### src/rtl/matvec_engine.sv
// matvec_engine: computes C = A * B for a ROWS x COLS matrix A and a COLS-element
// vector B, both fetched from an Avalon-MM memory (one memory word per vector/row).
// Word base holds B; word base+1+r holds row r of A. ROWS MAC lanes then run in
// parallel for COLS cycles.
//
// Ports:
//   clk, rst_n          clock (rising edge), asynchronous active-low reset
//   start, base_addr    one-cycle start request and word address of B
//   mem_address/read    Avalon-MM read request (word address), registered
//   mem_readdata        COLS elements, element j at [j*DATA_WIDTH +: DATA_WIDTH]
//   mem_readdatavalid   read data valid this cycle
//   mem_waitrequest     slave stalls the current request
//   busy                high while fetching or computing
//   done                high once the result is valid, until the next start
//   result              ROWS accumulators, C[r] at [r*ACC_WIDTH +: ACC_WIDTH]
module matvec_engine #(
  parameter int DATA_WIDTH  = 8,
  parameter int ROWS        = 8,
  parameter int COLS        = 8,
  parameter int ACC_WIDTH   = 24,
  parameter int SIGNED_MODE = 0,
  parameter int ADDR_WIDTH  = 32
) (
  input  logic                         clk,
  input  logic                         rst_n,
  input  logic                         start,
  input  logic [ADDR_WIDTH-1:0]        base_addr,
  output logic [ADDR_WIDTH-1:0]        mem_address,
  output logic                         mem_read,
  input  logic [COLS*DATA_WIDTH-1:0]   mem_readdata,
  input  logic                         mem_readdatavalid,
  input  logic                         mem_waitrequest,
  output logic                         busy,
  output logic                         done,
  output logic [ROWS*ACC_WIDTH-1:0]    result
);

  localparam int IDX_W = $clog2(ROWS + 2);
  localparam int K_W   = $clog2(COLS + 1);
  localparam int EXT_W = (ACC_WIDTH > 2 * DATA_WIDTH) ? ACC_WIDTH : 2 * DATA_WIDTH;

  typedef enum logic [1:0] {IDLE, FETCH, COMPUTE, DONE} state_t;

  state_t                  state, state_next;
  logic [ADDR_WIDTH-1:0]   base;
  logic [IDX_W-1:0]        index;
  logic                    pending;
  logic [K_W-1:0]          k;
  logic [DATA_WIDTH-1:0]   b_buf [COLS];
  logic [DATA_WIDTH-1:0]   a_buf [ROWS][COLS];
  logic [ACC_WIDTH-1:0]    acc   [ROWS];
  logic [DATA_WIDTH-1:0]   b_col;
  logic [DATA_WIDTH-1:0]   a_col [ROWS];
  logic                    start_ok, word_in, last_word;

  assign start_ok  = start && (state == IDLE || state == DONE);
  // Data is only taken while a read is actually outstanding in FETCH.
  assign word_in   = (state == FETCH) && pending && mem_readdatavalid;
  assign last_word = word_in && (index == IDX_W'(ROWS));

  // Product at 2*DATA_WIDTH, then sign/zero-extended (or truncated) to ACC_WIDTH.
  function automatic logic [ACC_WIDTH-1:0] mac_term(input logic [DATA_WIDTH-1:0] a,
                                                   input logic [DATA_WIDTH-1:0] b);
    logic [2*DATA_WIDTH-1:0] p;
    logic [EXT_W-1:0]        wide;
    if (SIGNED_MODE != 0) begin
      p    = $signed({{DATA_WIDTH{a[DATA_WIDTH-1]}}, a}) *
             $signed({{DATA_WIDTH{b[DATA_WIDTH-1]}}, b});
      wide = EXT_W'($signed(p));
    end else begin
      p    = {{DATA_WIDTH{1'b0}}, a} * {{DATA_WIDTH{1'b0}}, b};
      wide = EXT_W'(p);
    end
    return wide[ACC_WIDTH-1:0];
  endfunction

  always_ff @(posedge clk or negedge rst_n) begin
    if (!rst_n) state <= IDLE;
    else        state <= state_next;
  end

  always_comb begin
    state_next = state;
    case (state)
      IDLE, DONE: if (start)                   state_next = FETCH;
      FETCH:      if (last_word)               state_next = COMPUTE;
      COMPUTE:    if (k == K_W'(COLS - 1))     state_next = DONE;
      default:                                 state_next = IDLE;
    endcase
  end

  // Column k of A and element k of B feeding the lanes this COMPUTE cycle.
  always_comb begin
    b_col = '0;
    for (int unsigned r = 0; r < ROWS; r++) a_col[r] = '0;
    for (int unsigned j = 0; j < COLS; j++) begin
      if (k == K_W'(j)) begin
        b_col = b_buf[j];
        for (int unsigned r = 0; r < ROWS; r++) a_col[r] = a_buf[r][j];
      end
    end
  end

  always_ff @(posedge clk or negedge rst_n) begin
    if (!rst_n) begin
      base        <= '0;
      index       <= '0;
      pending     <= 1'b0;
      k           <= '0;
      mem_read    <= 1'b0;
      mem_address <= '0;
      busy        <= 1'b0;
      done        <= 1'b0;
      for (int unsigned j = 0; j < COLS; j++) b_buf[j] <= '0;
      for (int unsigned r = 0; r < ROWS; r++) begin
        acc[r] <= '0;
        for (int unsigned j = 0; j < COLS; j++) a_buf[r][j] <= '0;
      end
    end else begin
      busy <= (state_next == FETCH) || (state_next == COMPUTE);
      done <= (state_next == DONE);
      if (start_ok) begin
        base        <= base_addr;
        index       <= '0;
        pending     <= 1'b0;
        k           <= '0;
        mem_read    <= 1'b1;
        mem_address <= base_addr;
        for (int unsigned r = 0; r < ROWS; r++) acc[r] <= '0;
      end else begin
        case (state)
          FETCH: begin
            if (mem_read && !mem_waitrequest) begin
              mem_read <= 1'b0;
              pending  <= 1'b1;
            end
            if (word_in) begin
              pending <= 1'b0;
              index   <= index + IDX_W'(1);
              if (index == '0) begin
                for (int unsigned j = 0; j < COLS; j++)
                  b_buf[j] <= mem_readdata[j*DATA_WIDTH +: DATA_WIDTH];
              end
              for (int unsigned r = 0; r < ROWS; r++) begin
                if (index == IDX_W'(r + 1)) begin
                  for (int unsigned j = 0; j < COLS; j++)
                    a_buf[r][j] <= mem_readdata[j*DATA_WIDTH +: DATA_WIDTH];
                end
              end
              if (!last_word) begin
                mem_read    <= 1'b1;
                mem_address <= base + ADDR_WIDTH'(index) + ADDR_WIDTH'(1);
              end
            end
          end
          COMPUTE: begin
            k <= k + K_W'(1);
            for (int unsigned r = 0; r < ROWS; r++)
              acc[r] <= acc[r] + mac_term(a_col[r], b_col);
          end
          default: ;
        endcase
      end
    end
  end

  // Accumulators are flops and are cleared on start, so they double as the result.
  always_comb begin
    result = '0;
    for (int unsigned r = 0; r < ROWS; r++) result[r*ACC_WIDTH +: ACC_WIDTH] = acc[r];
  end

endmodule

### config.mk
export PLATFORM = sky130hd
export DESIGN_NAME = matvec_engine
export DESIGN_NICKNAME = d
export VERILOG_FILES = /design/src/rtl/matvec_engine.sv
export SDC_FILE = /design/constraint.sdc
export NUM_CORES = 2
export LEC_CHECK = 0
export ABC_AREA = 1
export BUFFER_PORTS_ARGS = -buffer_cell sky130_fd_sc_hd__buf_2
export CAP_MARGIN = 30
export CORE_UTILIZATION = 45
export CTS_CLUSTER_SIZE = 30
export DETAILED_ROUTE_END_ITERATION = 10
export SLEW_MARGIN = 20
export SYNTH_ARGS = -nofsm -noshare
export SYNTH_HDL_FRONTEND = slang
export SYNTH_SLANG_ARGS = --single-unit
### constraint.sdc
create_clock -name clk -period 11.25 [get_ports clk]
set_input_delay 3.375 -clock clk [delete_from_list [all_inputs] [get_ports clk]]
set_output_delay 3.375 -clock clk [all_outputs]
set_load 0.02 [all_outputs]
**After elaboration in Yosys (flattened, before gate mapping)**

Cells that the tools add are included.

- Logic and storage cells: 216
- Bits in registers: 846
- Output and inout port bits: 227
- Input port bits: 101

- Bitwise logic cells: 1
- Equality and inequality tests: 22
- Multiply operators: 8
- $add $sub $neg: 12
- Reduce and logical (&&, ||, !) cells: 28
- Mux-type cells: 56

Operators by type and width:

| kind | number |
|---|---|
| 64-bit two-way mux | 8 |
| 192-bit two-way mux | 2 |
| 24-bit two-way mux | 16 |
| 24-bit adder | 8 |
| 8-bit by 8-bit multiplier with 16-bit output | 8 |
| 32-bit two-way mux | 4 |
| 8-bit two-way mux | 8 |
| 4-bit AND reduction | 9 |
| 32-bit by 1-bit adder with 32-bit output (second input constant) | 1 |
| 32-bit by 4-bit adder with 32-bit output | 1 |
| 4-bit by 3-bit == test with 1-bit output (second input constant) | 8 |
| 4-bit two-way mux | 5 |
| 4-bit by 2-bit == test with 1-bit output (second input constant) | 4 |
| 1-bit two-way mux | 9 |
| 4-bit by 1-bit adder with 4-bit output (second input constant) | 2 |
| 2-bit == test (second input constant) | 4 |
| 4-bit by 1-bit == test with 1-bit output (second input constant) | 2 |
| 4-bit zero test | 2 |
| 2-bit two-way mux | 3 |
| 2-bit one-hot mux with 3 select lines | 1 |
| 2-bit nonzero test | 3 |
| 1-bit logical AND | 5 |
| 2-bit by 1-bit == test with 1-bit output (second input constant) | 2 |
| 4-bit == test (second input constant) | 1 |
| other kinds (9) | 11 |

**Depth between registers and ports, before layout**

- Depth in word-level cells: 15
- Depth in mapped cells: 41
- Mapped depth without buffers: 40

**Least setup slack after synthesis**

Ideal clock, no wire load.

- Path kind: register to register
- From: register k[1]
- To: register acc (netlist bit result[19])
- Stages on the path, launching flop included: 40
- Library setup time: 0.119 ns
- Path slack: 4.901 ns
- Arrival: 6.229 ns
- Period minus slack after synthesis: 6.349 ns
- Required time: 11.131 ns
- Buffers on the path: 2
- Cells stage by stage: dfrtp_1 > inv_1 > ha_1 > inv_2 > buf_2 > buf_1 > nand4_1 > nand3_1 > nand2_1 > nand4_1 > nand2_1 > nand2_1 > nand2_2 > inv_2 > nand2_1 > fa_1 > fa_1 > inv_1 > [... 4 more ...] > ha_1 > a21oi_1 > o21ai_0 > a21oi_1 > nor2_1 > nor2_1 > xor2_1 > inv_1 > ha_1 > nand2_1 > inv_1 > nand2_1 > nor3_1 > nand4_1 > nand3_1 > nand3_1 > nand2_1 > nor2_1

- Longest elaborated chain between the ends: 15
- Elaborated cells between the ends (all ways): 30
- Those cells by class: 1 x add/sub; 1 x mul; 7 x eq/ne; 20 x mux; 1 x reduce/logical

Ends and longest elaborated chain:

| item | line | source |
|---|---|---|
| start, declared | 48 | `logic [K_W-1:0] k;` |
| start signal, assigned | 157 | `k <= k + K_W'(1);` |
| 4-bit zero test | 97 | `if (k == K_W'(j)) begin` |
| 64-bit two-way mux or 8-bit two-way mux (tied branches) (8 in a row) | 97 |  |
| 8-bit by 8-bit multiplier with 16-bit output * | 71 | `p = {{DATA_WIDTH{1'b0}}, a} * {{DATA_WIDTH{1'b0}}, b};` |
| 24-bit two-way mux * | 131 | `case (state)` |
| 24-bit two-way mux * | 122 | `if (start_ok) begin` |
| 24-bit adder * | 159 | `acc[r] <= acc[r] + mac_term(a_col[r], b_col);` |
| 192-bit two-way mux * | 131 |  |
| 192-bit two-way mux * | 122 |  |
| end signal, assigned by index | 159 |  |
| end, declared | 51 | `logic [ACC_WIDTH-1:0] acc [ROWS];` |

Every way passes the cells marked *; elsewhere a longest branch is shown, timed or not. The select of a mux whose other input is x is not followed.
A chain may end at the register's enable or synchronous reset.

**Worst setup path in the final report**

- From: register k[1]
- To: register acc (netlist bit result[113])

The elaborated chain is that of the path after synthesis.

==> reports/qor.csv <==
metric,value,unit
status,finished clean,
"Net Count, Synth",9321,
post-synth cell types,53,
die area,140900,µm²
CTS resizes,0,
H-tree Lvls,3,
DR vias,56010,
Die H,375.4,µm
Port Buffers,327,
# nets final,9467,
DPL Wire Length,141000,µm
setup TNS,0,ns
max_slew headroom,0.3165,
Initial Utilization,0.4552,
CP required,11.82,ns
Pwr Total,9.935,mW
"commonest non-fill, non-tap cell in the layout",nand2_1,
first-pass GRT wire length,309000,µm
end point of the critical path,result[113]$_DFFE_PN0P_,
Fill cells,13770,
clk_lat worst skew,0.75,ns
vias per cell,5.340,
synthesis-to-finish area growth,10.52,%
Residual DRC,0,
Die W,375.4,µm
1st-iter DRT viols,4374,
worst vdd ir,0.1259,mV
Reg2Reg Setup Slack,1.85,ns
Leak Pwr,36.23,nW
post-synthesis sequential area ratio,0.3374,
I/O pins,328,
final worst path period share,0.8357,
pre-CTS WS,1.977,ns
core area,137800,µm²
Max Slew Vio Count,0,
WL per Instance,18.73,µm
Yosys warnings,0,
slowest CP cell,inv_2,
critical path arrival,9.98,ns
reg2reg start,k[1]$_DFFE_PN0P_,
final RePlAce weighted congestion,0.9034,
Final min period,9.402,ns
Avg Inst Size Synth,7.402,µm²
Worst-path clk slew,0.06,ns
final wirelength,196500,µm
Final Setup Violations,0,
gr usage total,0.2787,
max incr delay on CP,0.68,ns
Synth Instances,8476,
largest net degree at the start of global routing,151,
"Worst Path Class, Setup",reg2reg,
Reg2Reg Depth,39,
Synth Flop Type,dfrtp_1,
CP max FO,71,
"Hold Vio Cnt, Final",0,
R2R Path End,result[113]$_DFFE_PN0P_,
Setup Skew,0.06876,ns
worst slew pin tran,1.025,ns
clk sinks,846,
Initial DRT Pass Iterations,8,
Post-synth EDFFs,0,
mapped cell area,62740,µm²
RSZ-0062 raised after global routing,false,
layout cells sized above 1,0.07649,
post-route ant nets,0,
Peak Freq,106.4,MHz
Hold WC Path Type,reg2reg,
max_cap viols,0,
most frequent cells in the layout,"2270 x nand2_1, 1042 x inv_1, 1041 x nor2_1",
Clock Root Buffer,clkbuf_16,
critical path startpoint,k[1]$_DFFE_PN0P_,
Worst setup SP type,flop,
setup bufs post-CTS,0,
hold buffer count at cts,0,
CTS max path bufs,3,
Final WS setup,1.848,ns
TritonCTS Buffers,98,
Critical Path Sink Type,flop,
Std-Cell Rows,136,
CTS tree,built,
Cell Pwr Density,143.3,nW/µm²
initial antenna violation count,7,
Crit path top cell by count,nand2_1,
GR Overflow Total,0,
Post-synth ARST share,1.000,
vias in the first global route,53870,
number of synthesized register bits,846,
## synth_stat cells (10+ instances only)
cell type,n,area (µm²)
a21o_1,17,127.6
a21oi_1,311,1556
and2_1,10,62.56
buf_1,27,101.4
buf_2,102,510.5
buf_4,30,225.2
buf_6,11,123.9
clkbuf_1,179,671.9
dfrtp_1,846,21170
fa_1,297,5946
ha_1,447,5593
inv_1,1044,3919
inv_2,24,90.09
nand2_1,2275,8539
nand2_2,38,237.7
nand3_1,349,1747
nand4_1,205,1282
nor2_1,1044,3919
nor3_1,67,335.3
nor4_1,12,75.07
o21ai_0,860,4304
o21ai_1,12,60.06
o21bai_1,37,277.8
o22ai_1,23,143.9
or2_1,10,62.56
xnor2_1,46,402.9
xor2_1,57,499.2
## power breakdown
part | switching, mW | internal, mW | total [mW]
registers | 0.268 | 3.49 | 3.76
logic | 2.01 | 0.855 | 2.86
clock network | 1.41 | 1.90 | 3.31
## registers in the layout, indices dropped and copies added, names as in the netlist, 2 cells and up
register / flops
a_buf: 512
b_buf: 64
base: 32
index: 4
k: 4
mem_address: 32
result: 192
state: 2
## area by class of cell
type                            count  area (µm²)  share of cell area
Sequential cell                   846       21170              0.3053
Timing Repair Buffer              397        2477             0.03573
Inverter                         1070        4021             0.05800
Clock inverter                     35       501.7            0.007236
Clock buffer                      137        2799             0.04037
Multi-Input combinational cell   6209       36120              0.5209
Tap cell                         1794        2245             0.03237
Antenna cell                        1       2.502          0.00003609
## per-stage QoR
| stage | cells | utilization | cell area [µm²] | hold WS [ns] |
|---|---|---|---|---|
| 6_report | 10490 | 0.5031 | 69340 | 0.4784 |
| 5_1_grt | 10490 | 0.5031 | 69340 | 0.4967 |
| 4_1_cts | 10480 | 0.5020 | 69190 | 0.4800 |
| 3_5_place_dp | 10310 | 0.4780 | 65890 | 0.4649 |
| 3_3_place_gp | 10300 | 0.4770 | 65740 | 0.4585 |
| 2_1_floorplan | 8476 | - | 62740 | 0.4455 |
## routing by layer
layer	up-vias	GRT usage	part of all wire
li1	27290	-	-
met1	26900	0.3811	0.45
met2	1470	0.4359	0.45
met3	338	0.05009	0.063
met4	8	0.1124	0.044
met5	-	0	0.00022
## critical path, delay by kind of cell (launching register included)
family	cells	cell delay, ns
fa+ha+maj	7	3.12
flops	1	0.37
buf+inv	11	3.33
compound gates	3	0.42
simple gates	18	1.94
## cells by family (layout without fill, tap and decap cells)
logic type,Yosys count,in the layout,share of synthesized area
buffers and inverters,1421,1639,0.09024
other,0,1,0
flip-flops,846,846,0.3374
adder cells (fa/ha/maj),744,744,0.1839
XOR/XNOR,103,103,0.01438
AO/OA/AOI/OAI,1322,1322,0.1111
AND/OR/NAND/NOR,4040,4040,0.2629
## worst min path at each step
stage                                startpoint                          end  slack [ns]  depth (start not counted)
global route              b_buf[47]$_DFFE_PN0P_        b_buf[47]$_DFFE_PN0P_        0.50                          2
global placement         a_buf[132]$_DFFE_PN0P_       a_buf[132]$_DFFE_PN0P_        0.46                          2
finish                   a_buf[388]$_DFFE_PN0P_       a_buf[388]$_DFFE_PN0P_        0.48                          2
floorplan                a_buf[131]$_DFFE_PN0P_       a_buf[131]$_DFFE_PN0P_        0.45                          2
detailed placement  mem_address[27]$_DFFE_PN0P_  mem_address[27]$_DFFE_PN0P_        0.46                          2
CTS                       a_buf[68]$_DFFE_PN0P_        a_buf[68]$_DFFE_PN0P_        0.48                          2
(Power assumes the default switching activity.)
